### src/rtl/song_player_pkg.sv
// Shared constants for the autoplay song sequencer: note indices, ROM entry
// layout, the note-to-frequency lookup and the sequencer state encoding.
package song_player_pkg;

  localparam int NOTE_W  = 5;
  localparam int DUR_W   = 3;
  localparam int ENTRY_W = NOTE_W + DUR_W;
  localparam int ADDR_W  = 5;
  localparam int FREQ_W  = 11;

  localparam logic [FREQ_W-1:0] FREQ_SILENT = 11'd1;

  localparam logic [NOTE_W-1:0] NOTE_REST = 5'd0;
  localparam logic [NOTE_W-1:0] NOTE_C4   = 5'd1;
  localparam logic [NOTE_W-1:0] NOTE_D4   = 5'd2;
  localparam logic [NOTE_W-1:0] NOTE_E4   = 5'd3;
  localparam logic [NOTE_W-1:0] NOTE_F4   = 5'd4;
  localparam logic [NOTE_W-1:0] NOTE_G4   = 5'd5;
  localparam logic [NOTE_W-1:0] NOTE_A4   = 5'd6;
  localparam logic [NOTE_W-1:0] NOTE_B4   = 5'd7;
  localparam logic [NOTE_W-1:0] NOTE_C5   = 5'd8;
  localparam logic [NOTE_W-1:0] NOTE_D5   = 5'd9;
  localparam logic [NOTE_W-1:0] NOTE_E5   = 5'd10;
  localparam logic [NOTE_W-1:0] NOTE_F5   = 5'd11;
  localparam logic [NOTE_W-1:0] NOTE_G5   = 5'd12;
  localparam logic [NOTE_W-1:0] NOTE_A5   = 5'd13;
  localparam logic [NOTE_W-1:0] NOTE_B5   = 5'd14;
  localparam logic [NOTE_W-1:0] NOTE_C6   = 5'd15;
  localparam logic [NOTE_W-1:0] NOTE_D6   = 5'd16;
  localparam logic [NOTE_W-1:0] NOTE_E6   = 5'd17;
  localparam logic [NOTE_W-1:0] NOTE_F6   = 5'd18;
  localparam logic [NOTE_W-1:0] NOTE_G6   = 5'd19;
  localparam logic [NOTE_W-1:0] NOTE_A6   = 5'd20;
  localparam logic [NOTE_W-1:0] NOTE_B6   = 5'd21;

  typedef enum logic [1:0] {
    IDLE = 2'd0,
    LOAD = 2'd1,
    NOTE = 2'd2,
    GAP  = 2'd3
  } state_t;

  // Note index to tone frequency in Hz; rests and unused indices are silent.
  function automatic logic [FREQ_W-1:0] freq_lut(input logic [NOTE_W-1:0] n);
    logic [FREQ_W-1:0] f;
    case (n)
      5'd1:    f = 11'd262;
      5'd2:    f = 11'd294;
      5'd3:    f = 11'd330;
      5'd4:    f = 11'd349;
      5'd5:    f = 11'd392;
      5'd6:    f = 11'd440;
      5'd7:    f = 11'd494;
      5'd8:    f = 11'd523;
      5'd9:    f = 11'd587;
      5'd10:   f = 11'd659;
      5'd11:   f = 11'd698;
      5'd12:   f = 11'd784;
      5'd13:   f = 11'd880;
      5'd14:   f = 11'd988;
      5'd15:   f = 11'd1047;
      5'd16:   f = 11'd1175;
      5'd17:   f = 11'd1319;
      5'd18:   f = 11'd1397;
      5'd19:   f = 11'd1568;
      5'd20:   f = 11'd1760;
      5'd21:   f = 11'd1976;
      default: f = FREQ_SILENT;
    endcase
    return f;
  endfunction

  // Pack a {note, duration} ROM entry.
  function automatic logic [ENTRY_W-1:0] mk_entry(input logic [NOTE_W-1:0] n,
                                                  input logic [DUR_W-1:0]  d);
    return {n, d};
  endfunction

endpackage

### src/rtl/song_player_rom.sv
// Combinational song ROM. SONG_SEL=0 is a short test song, SONG_SEL=1 the
// production tune. Unlisted addresses hold end markers (dur=0).
module song_rom
  import song_player_pkg::*;
#(
  parameter int SONG_SEL = 1
) (
  input  logic [ADDR_W-1:0]  addr,
  output logic [ENTRY_W-1:0] entry
);

  // Address decode for the selected song.
  always_comb begin
    entry = '0;
    if (SONG_SEL == 0) begin
      case (addr)
        5'd0:    entry = mk_entry(NOTE_C4,   3'd2);
        5'd1:    entry = mk_entry(NOTE_REST, 3'd1);
        5'd2:    entry = mk_entry(NOTE_G4,   3'd1);
        default: entry = mk_entry(NOTE_REST, 3'd0);
      endcase
    end else begin
      case (addr)
        5'd0:    entry = mk_entry(NOTE_C5,   3'd2);
        5'd1:    entry = mk_entry(NOTE_C5,   3'd2);
        5'd2:    entry = mk_entry(NOTE_G5,   3'd2);
        5'd3:    entry = mk_entry(NOTE_G5,   3'd2);
        5'd4:    entry = mk_entry(NOTE_A5,   3'd2);
        5'd5:    entry = mk_entry(NOTE_A5,   3'd2);
        5'd6:    entry = mk_entry(NOTE_G5,   3'd4);
        5'd7:    entry = mk_entry(NOTE_F5,   3'd2);
        5'd8:    entry = mk_entry(NOTE_F5,   3'd2);
        5'd9:    entry = mk_entry(NOTE_E5,   3'd2);
        5'd10:   entry = mk_entry(NOTE_E5,   3'd2);
        5'd11:   entry = mk_entry(NOTE_D5,   3'd2);
        5'd12:   entry = mk_entry(NOTE_D5,   3'd2);
        5'd13:   entry = mk_entry(NOTE_C5,   3'd4);
        5'd14:   entry = mk_entry(NOTE_REST, 3'd4);
        default: entry = mk_entry(NOTE_REST, 3'd0);
      endcase
    end
  end

endmodule

### src/rtl/song_player.sv
// Autoplay note sequencer: walks the song ROM and drives the melody
// generator frequency, with an articulation gap after every entry.
module song_player
  import song_player_pkg::*;
#(
  parameter int unsigned TICKS_PER_UNIT = 12_500_000,
  parameter int unsigned GAP_TICKS      = 1_000_000,
  parameter int unsigned SONG_LEN       = 32,
  parameter int          SONG_SEL       = 1
) (
  input  logic              clk,
  input  logic              rst,
  input  logic              start,
  input  logic              stop,
  input  logic              loop_en,
  output logic [FREQ_W-1:0] frequency,
  output logic [NOTE_W-1:0] note_idx,
  output logic              busy,
  output logic              done
);

  localparam int UW = (TICKS_PER_UNIT > 1) ? $clog2(TICKS_PER_UNIT) : 1;
  localparam int GW = (GAP_TICKS > 1) ? $clog2(GAP_TICKS) : 1;
  localparam logic [UW-1:0]     UNIT_LAST = UW'(TICKS_PER_UNIT - 1);
  localparam logic [GW-1:0]     GAP_LAST  = GW'(GAP_TICKS - 1);
  localparam logic [ADDR_W-1:0] ADDR_LAST = ADDR_W'(SONG_LEN - 1);

  state_t              state;
  logic [ADDR_W-1:0]   addr;
  logic [DUR_W-1:0]    dur;
  logic [UW-1:0]       unit_cnt;
  logic [DUR_W-1:0]    unit_num;
  logic [GW-1:0]       gap_cnt;
  logic [ENTRY_W-1:0]  entry;
  logic [NOTE_W-1:0]   rom_note;
  logic [DUR_W-1:0]    rom_dur;

  song_rom #(.SONG_SEL(SONG_SEL)) u_rom (
    .addr  (addr),
    .entry (entry)
  );

  assign rom_note = entry[ENTRY_W-1:DUR_W];
  assign rom_dur  = entry[DUR_W-1:0];

  // Sequencer FSM with registered outputs; stop overrides every state.
  always_ff @(posedge clk) begin
    if (rst) begin
      state     <= IDLE;
      addr      <= '0;
      dur       <= '0;
      unit_cnt  <= '0;
      unit_num  <= '0;
      gap_cnt   <= '0;
      frequency <= FREQ_SILENT;
      note_idx  <= NOTE_REST;
      busy      <= 1'b0;
      done      <= 1'b0;
    end else begin
      done <= 1'b0;
      if (stop) begin
        state     <= IDLE;
        addr      <= '0;
        unit_cnt  <= '0;
        unit_num  <= '0;
        gap_cnt   <= '0;
        frequency <= FREQ_SILENT;
        note_idx  <= NOTE_REST;
        busy      <= 1'b0;
      end else begin
        case (state)
          IDLE: begin
            frequency <= FREQ_SILENT;
            note_idx  <= NOTE_REST;
            if (start) begin
              state <= LOAD;
              addr  <= '0;
              busy  <= 1'b1;
            end
          end
          LOAD: begin
            if (rom_dur == '0) begin
              // An end marker at address 0 never loops, so an empty song
              // cannot spin in LOAD forever.
              if (loop_en && addr != '0) begin
                addr <= '0;
              end else begin
                state <= IDLE;
                addr  <= '0;
                busy  <= 1'b0;
                done  <= 1'b1;
              end
            end else begin
              state     <= NOTE;
              dur       <= rom_dur;
              unit_cnt  <= '0;
              unit_num  <= '0;
              frequency <= freq_lut(rom_note);
              note_idx  <= rom_note;
            end
          end
          NOTE: begin
            if (unit_cnt == UNIT_LAST) begin
              unit_cnt <= '0;
              if (unit_num == dur - 3'd1) begin
                state     <= GAP;
                unit_num  <= '0;
                gap_cnt   <= '0;
                frequency <= FREQ_SILENT;
                note_idx  <= NOTE_REST;
              end else begin
                unit_num <= unit_num + 3'd1;
              end
            end else begin
              unit_cnt <= unit_cnt + 1'b1;
            end
          end
          GAP: begin
            if (gap_cnt == GAP_LAST) begin
              gap_cnt <= '0;
              if (addr == ADDR_LAST) begin
                // Running off the end of the ROM behaves like an end marker.
                if (loop_en) begin
                  state <= LOAD;
                  addr  <= '0;
                end else begin
                  state <= IDLE;
                  addr  <= '0;
                  busy  <= 1'b0;
                  done  <= 1'b1;
                end
              end else begin
                state <= LOAD;
                addr  <= addr + 1'b1;
              end
            end else begin
              gap_cnt <= gap_cnt + 1'b1;
            end
          end
          default: begin
            state <= IDLE;
            busy  <= 1'b0;
          end
        endcase
      end
    end
  end

endmodule

### config.mk
export PLATFORM = sky130hd
export DESIGN_NAME = song_player
export DESIGN_NICKNAME = d
export VERILOG_FILES = /design/src/rtl/song_player_pkg.sv /design/src/rtl/song_player_rom.sv /design/src/rtl/song_player.sv
export SDC_FILE = /design/constraint.sdc
export NUM_CORES = 1
export LEC_CHECK = 0
export CAP_MARGIN = 40
export CORE_ASPECT_RATIO = 2
export CORE_MARGIN = 4
export CORE_UTILIZATION = 60
export CTS_CLUSTER_DIAMETER = 150
export DETAILED_ROUTE_END_ITERATION = 7
export GPL_TIMING_DRIVEN = 0
export PLACE_DENSITY = 0.91
export SLEW_MARGIN = 30
export SYNTH_ARGS = -nofsm -noshare
export SYNTH_HDL_FRONTEND = slang
export SYNTH_SLANG_ARGS = --single-unit
### constraint.sdc
create_clock -name clk -period 3.7 [get_ports clk]
set_input_delay 0.74 -clock clk [delete_from_list [all_inputs] [get_ports clk]]
set_output_delay 0.74 -clock clk [all_outputs]
set_load 0.1 [all_outputs]
Yosys cells after proc, flatten, opt, wreduce, memory -nomap -nowiden
Memories as Yosys holds them, arrays and structs flattened. A register that Yosys moved wholly into a read port is not among the register bits.
Index checks and enable logic that the tools add are counted.
- bits in registers: 75
- ROM bits: 448
- word-level logic and storage cells: 102
- memories: 2
- memory list (memory ; depth ; width ; rd ports ; clocked after Yosys merged registers in ; write ports ; RTL line ; text):
    (no name shown) ; 32 ; 11 ; 1 ; 0 ; 0 ; song_player_pkg.sv:46 ; case (n)
    (no name shown) ; 16 ; 6 ; 1 ; 1 ; 0 ; song_player_rom.sv:23 ; case (addr)
- add/subtract/negate cells: 5
- eq/ne operators: 17
- mux-type cells: 49
- bitwise gates (word level): 2
- reduce and logical (&&, ||, !) cells: 17
- operators by type and width (cell ; count):
    $mux W20 ; 3
    $mux W24 ; 2
    $pmux W24 S2 ; 1
    $pmux W20 S2 ; 1
    $mux W5 ; 7
    $mux W11 ; 3
    $pmux W11 S3 ; 1
    $pmux W5 S3 ; 2
    $add A24 B1 Y24 const B ; 1
    $eq A24 B24 Y1 const B ; 1
    $add A20 B1 Y20 const B ; 1
    $eq A20 B20 Y1 const B ; 1
    $ne A2 B2 Y1 const B ; 9
    $mux W2 ; 7
    $mux W1 ; 12
    $mux W3 ; 3
    $reduce_and A3 Y1 ; 3
    $mux W4 ; 2
    $mux W8 ; 1
    $pmux W2 S4 ; 1
    $reduce_and A4 Y1 ; 2
    $reduce_and A7 Y1 ; 1
    $pmux W3 S2 ; 1
    $reduce_bool A3 Y1 ; 2
    other kinds (19) ; 22

Depth between registers and ports, before layout
- depth after elaboration: 6
- depth in mapped cells: 12

Modules after synthesis
From an unflattened synthesis, not the netlist that was laid out.
- cells, all modules: 569
- area, all modules: 4545.6 sq um
- modules (own cells, without submodules) (module ; times used ; cells an instance ; area an instance (sq um) ; seq. area each (sq um)):
    song_player ; 1 ; 545 ; 4386.7 ; 1501.4
    song_rom ; 1 ; 24 ; 158.9 ; 0.0

Worst setup path before layout
OpenSTA, ideal clock, no wires.
- kind: register to register
- from: reg gap_cnt[13]
- to: reg (tool-made name)
- setup time: 117 ps
- arrival time: 2513 ps
- required time: 3583 ps
- slack: 1071 ps
- stages on the path, launching flop included: 10
- buffers on the path: 0
- clock period less this slack: 2629 ps
- cell sequence: dfxtp_1 -> or4b_1 -> or4_4 -> or4_1 -> o21ai_1 -> nand2_1 -> ha_1 -> inv_1 -> mux2i_1 -> a22o_1
- RTL lines (what ; RTL line ; text):
    from (decl) ; song_player.sv:33 ; logic [GW-1:0] gap_cnt;
    from (signal assigned) ; song_player.sv:137 ; gap_cnt <= gap_cnt + 1'b1;

==> flow_metrics.tcl <==
set metrics [dict create \
    setup_viol 0 \
    grt_pass1_vias 4426 \
    critPathKind "flop to flop" \
    cts_tree "built" \
    syn_to_final_growth_pct 21.5 \
    die_h_um 126 \
    synth-xor-area-share 0.0608 \
    met2_usage 0.538 \
    synth_mux_area_frac 0.0150 \
    ios 23 \
    crit_path_end_kind "flop" \
    reg2regPathDepth 8 \
    die_area_um2 8440 \
    fillers 429 \
    min_path_type "flop to flop" \
    synth_area_leaders "dfxtp_1 38%, nor2_1 6.4%, ha_1 5.1%" \
    peakVddDrop_v 0.000336 \
    critPathRequiredTime_ps 3990 \
    power_density_nw_per_um2 385 \
    fin_crit_sh 0.829 \
    cp_max_fo 9 \
    synth_top_family_by_area "simple AND/OR/NAND/NOR gates" \
    viasPerCell 6.56 \
    ys_types 66 \
    vias 4255 \
    r2r_slack_ps 630 \
    skew_ps 6.41 \
    yosys.area.top_type "dfxtp_1" \
    clock.fmax_ghz 0.326 \
    drtPass1Iterations 5 \
    dp_cells 633 \
    clk_path_buf_depth 2 \
    synth-seq-cells 79 \
    fin_nets 578 \
    synth_compound_area_frac 0.168 \
    clk_latency_ps 350 \
    seq_area_um2 1580 \
    grt-ovfl-total 0 \
    syn-instance-count 507 \
    path_cells "o21ba_2 -> a21boi_0 -> o211ai_1 -> a22o_1 -> and2_1 -> ha_1 -> nor4b_1 -> a31o_1" \
    antenna_found_initial 0 \
    min_path_cells 2 \
    core_um2 6670 \
    synth_warnings 0 \
    grtUsageMet1 0.323 \
    grt_max_degree 14 \
    async_flop_share 0 \
    cp.arrival_ps 3360 \
    rows 42 \
    grtUsageMet3 0.117 \
    hold_viol_final 0 \
    power.static_leakage_nw 1.78 \
    synth.avg_cell_area_um2 8.24 \
    fin_cells 649 \
    ctsRootBufferMaster "clkbuf_16" \
    wl_per_cell_um 19.2 \
    grt_usage 0.326 \
    grt_setup_unrepaired "false" \
    ctsHoldBuffers 0 \
    antenna_cells 0 \
    drive_gt1_frac 0.0820 \
    top_usage_layer "met2" \
    slew_viol_final 0 \
    dp_hpwl_um 8550 \
    tightest_slew_ps 788 \
    synth_top_area_frac 0.379 \
    yosys.area_share.adder 0.0509 \
    power_w 0.00195 \
    maxCapViolCount 0 \
    worst_slack_ps 634 \
    yosys_most_used_dff "dfxtp_1" \
    slowest_delay_ps 560 \
    drtIter0Drc 523 \
    drc 0 \
    start_util 0.626 \
    critPathSlowestCell "a21boi_0" \
    dp_slack_ps 547 \
    yosysSeqAreaShare 0.379 \
    clkSinkCount 79 \
    critPathLaunchType "flop" \
    yosys.area_share.simple 0.294 \
    wirelength_um 12500 \
    post_cts_buffers 0 \
    post_cts_resized 0 \
    cts.htree.levels 3 \
    gp_congestion 0.974 \
    post-route-util 0.760 \
    ant_nets 0 \
    clk_pin_slew_ps 60 \
    portBuffers 21 \
    grt_pass1_wl_um 21100 \
    cts_buffers 9 \
    multi_input_comb_area_um2 2460 \
    die_w_um 67.0 \
    rr_startpoint "addr[4]" \
    period_minus_slack_ps 3070 \
    hold_start "frequency[8]" \
    slew_headroom 0.471 \
    status "complete, no violations" \
    min_to "frequency[8]" \
    synth.net_count 529 \
    fin_setup_tns_ps 0 \
    synth-edff-count 0 \
    synth_area_um2 4180 \
]
==> flip-flops by register name (all words and copies together) (netlist names), 2 cells and up, named ones only <==
| signal | count |
|---|---|
| note_idx | 4 |
| gap_cnt | 20 |
| dur | 2 |
| addr | 5 |
| unit_cnt | 24 |
| unit_num | 3 |
| frequency | 11 |
==> logic make-up after synthesis <==
group / after synthesis
AOI/OAI and AO/OA: 104
adders and majority gates: 17
buffers and inverters: 33
muxes: 5
other: 1
xor gates and xnor gates: 29
DFF: 79
and+or+nand+nor: 239
==> worst max-delay path: cells and delay by family, from the launching register on <==
kind / cells / cell delay [ps]
and+or+nand+nor: 2 / 540
adders and majority gates: 1 / 250
DFF: 1 / 490
AOI/OAI and AO/OA: 5 / 1710
==> where the power goes <==
part	leakage (nW)	switching, W	internal, W
registers	0.637	0.00000296	0.000854
clock network	0.162	0.000363	0.000606
logic	0.981	0.0000946	0.0000329
==> cell usage in the layout (no fill, tap or decap), drive strengths merged, types with 5 or more instances in the layout <==
cell type and n:
clkdlybuf4s50 21, or3 8, and4 6, and3 8
a21o 7, nor2 71, buf 22, nor3 11
ha 17, clkbuf 25, xnor2 21, and2 8
nor2b 7, o31ai 8, nand4 12, nand2b 5
inv 13, xor2 8, nor4 16, nand3 27
o21ai 22, nand2 46, dfxtp 79, a21oi 27
a22oi 5
==> through the flow <==
step	instance area (µm²)	hold WS, ps
after floorplan	4180	452
after global placement	4500	442
after detailed placement	4750	442
after CTS	5070	470
after global routing	5070	494
final	5070	473
==> layout make-up <==
| type | count | area share |
|---|---|---|
| buffer | 20 | 0.0163 |
| clock buffer | 10 | 0.0471 |
| clock inverter | 6 | 0.0165 |
| inverter | 13 | 0.00962 |
| multi-input combinational | 395 | 0.485 |
| sequential | 79 | 0.312 |
| tap | 88 | 0.0217 |
| timing repair buffer | 38 | 0.0917 |
==> worst max path at each step <==
stage | start | endpoint | slack, ps | cells after the start
finish | addr[4] | flop | 630 | 8
floorplan | gap_cnt[13] | flop | 1070 | 9
global route | addr[4] | flop | 480 | 8
CTS | addr[4] | flop | 690 | 8
detailed placement | start | flop | 550 | 11
global placement | start | flop | 610 | 11
==> synth_stat cells, types with 11 or more instances <==
library cell,number
nor4_1,14
nand2_1,46
nor3_1,11
nand3_1,27
a21oi_1,26
nand4_1,12
inv_1,13
o21ai_0,17
nor2_1,71
clkbuf_1,15
dfxtp_1,79
ha_1,17
xnor2_1,21
==> layer usage <==
metal,up-vias,part of all wire
met5,-,0
met4,0,0.067
met3,90,0.065
met2,234,0.52
met1,1999,0.35
li1,1932,-
Note: power is estimated with default switching activity, not from simulation.
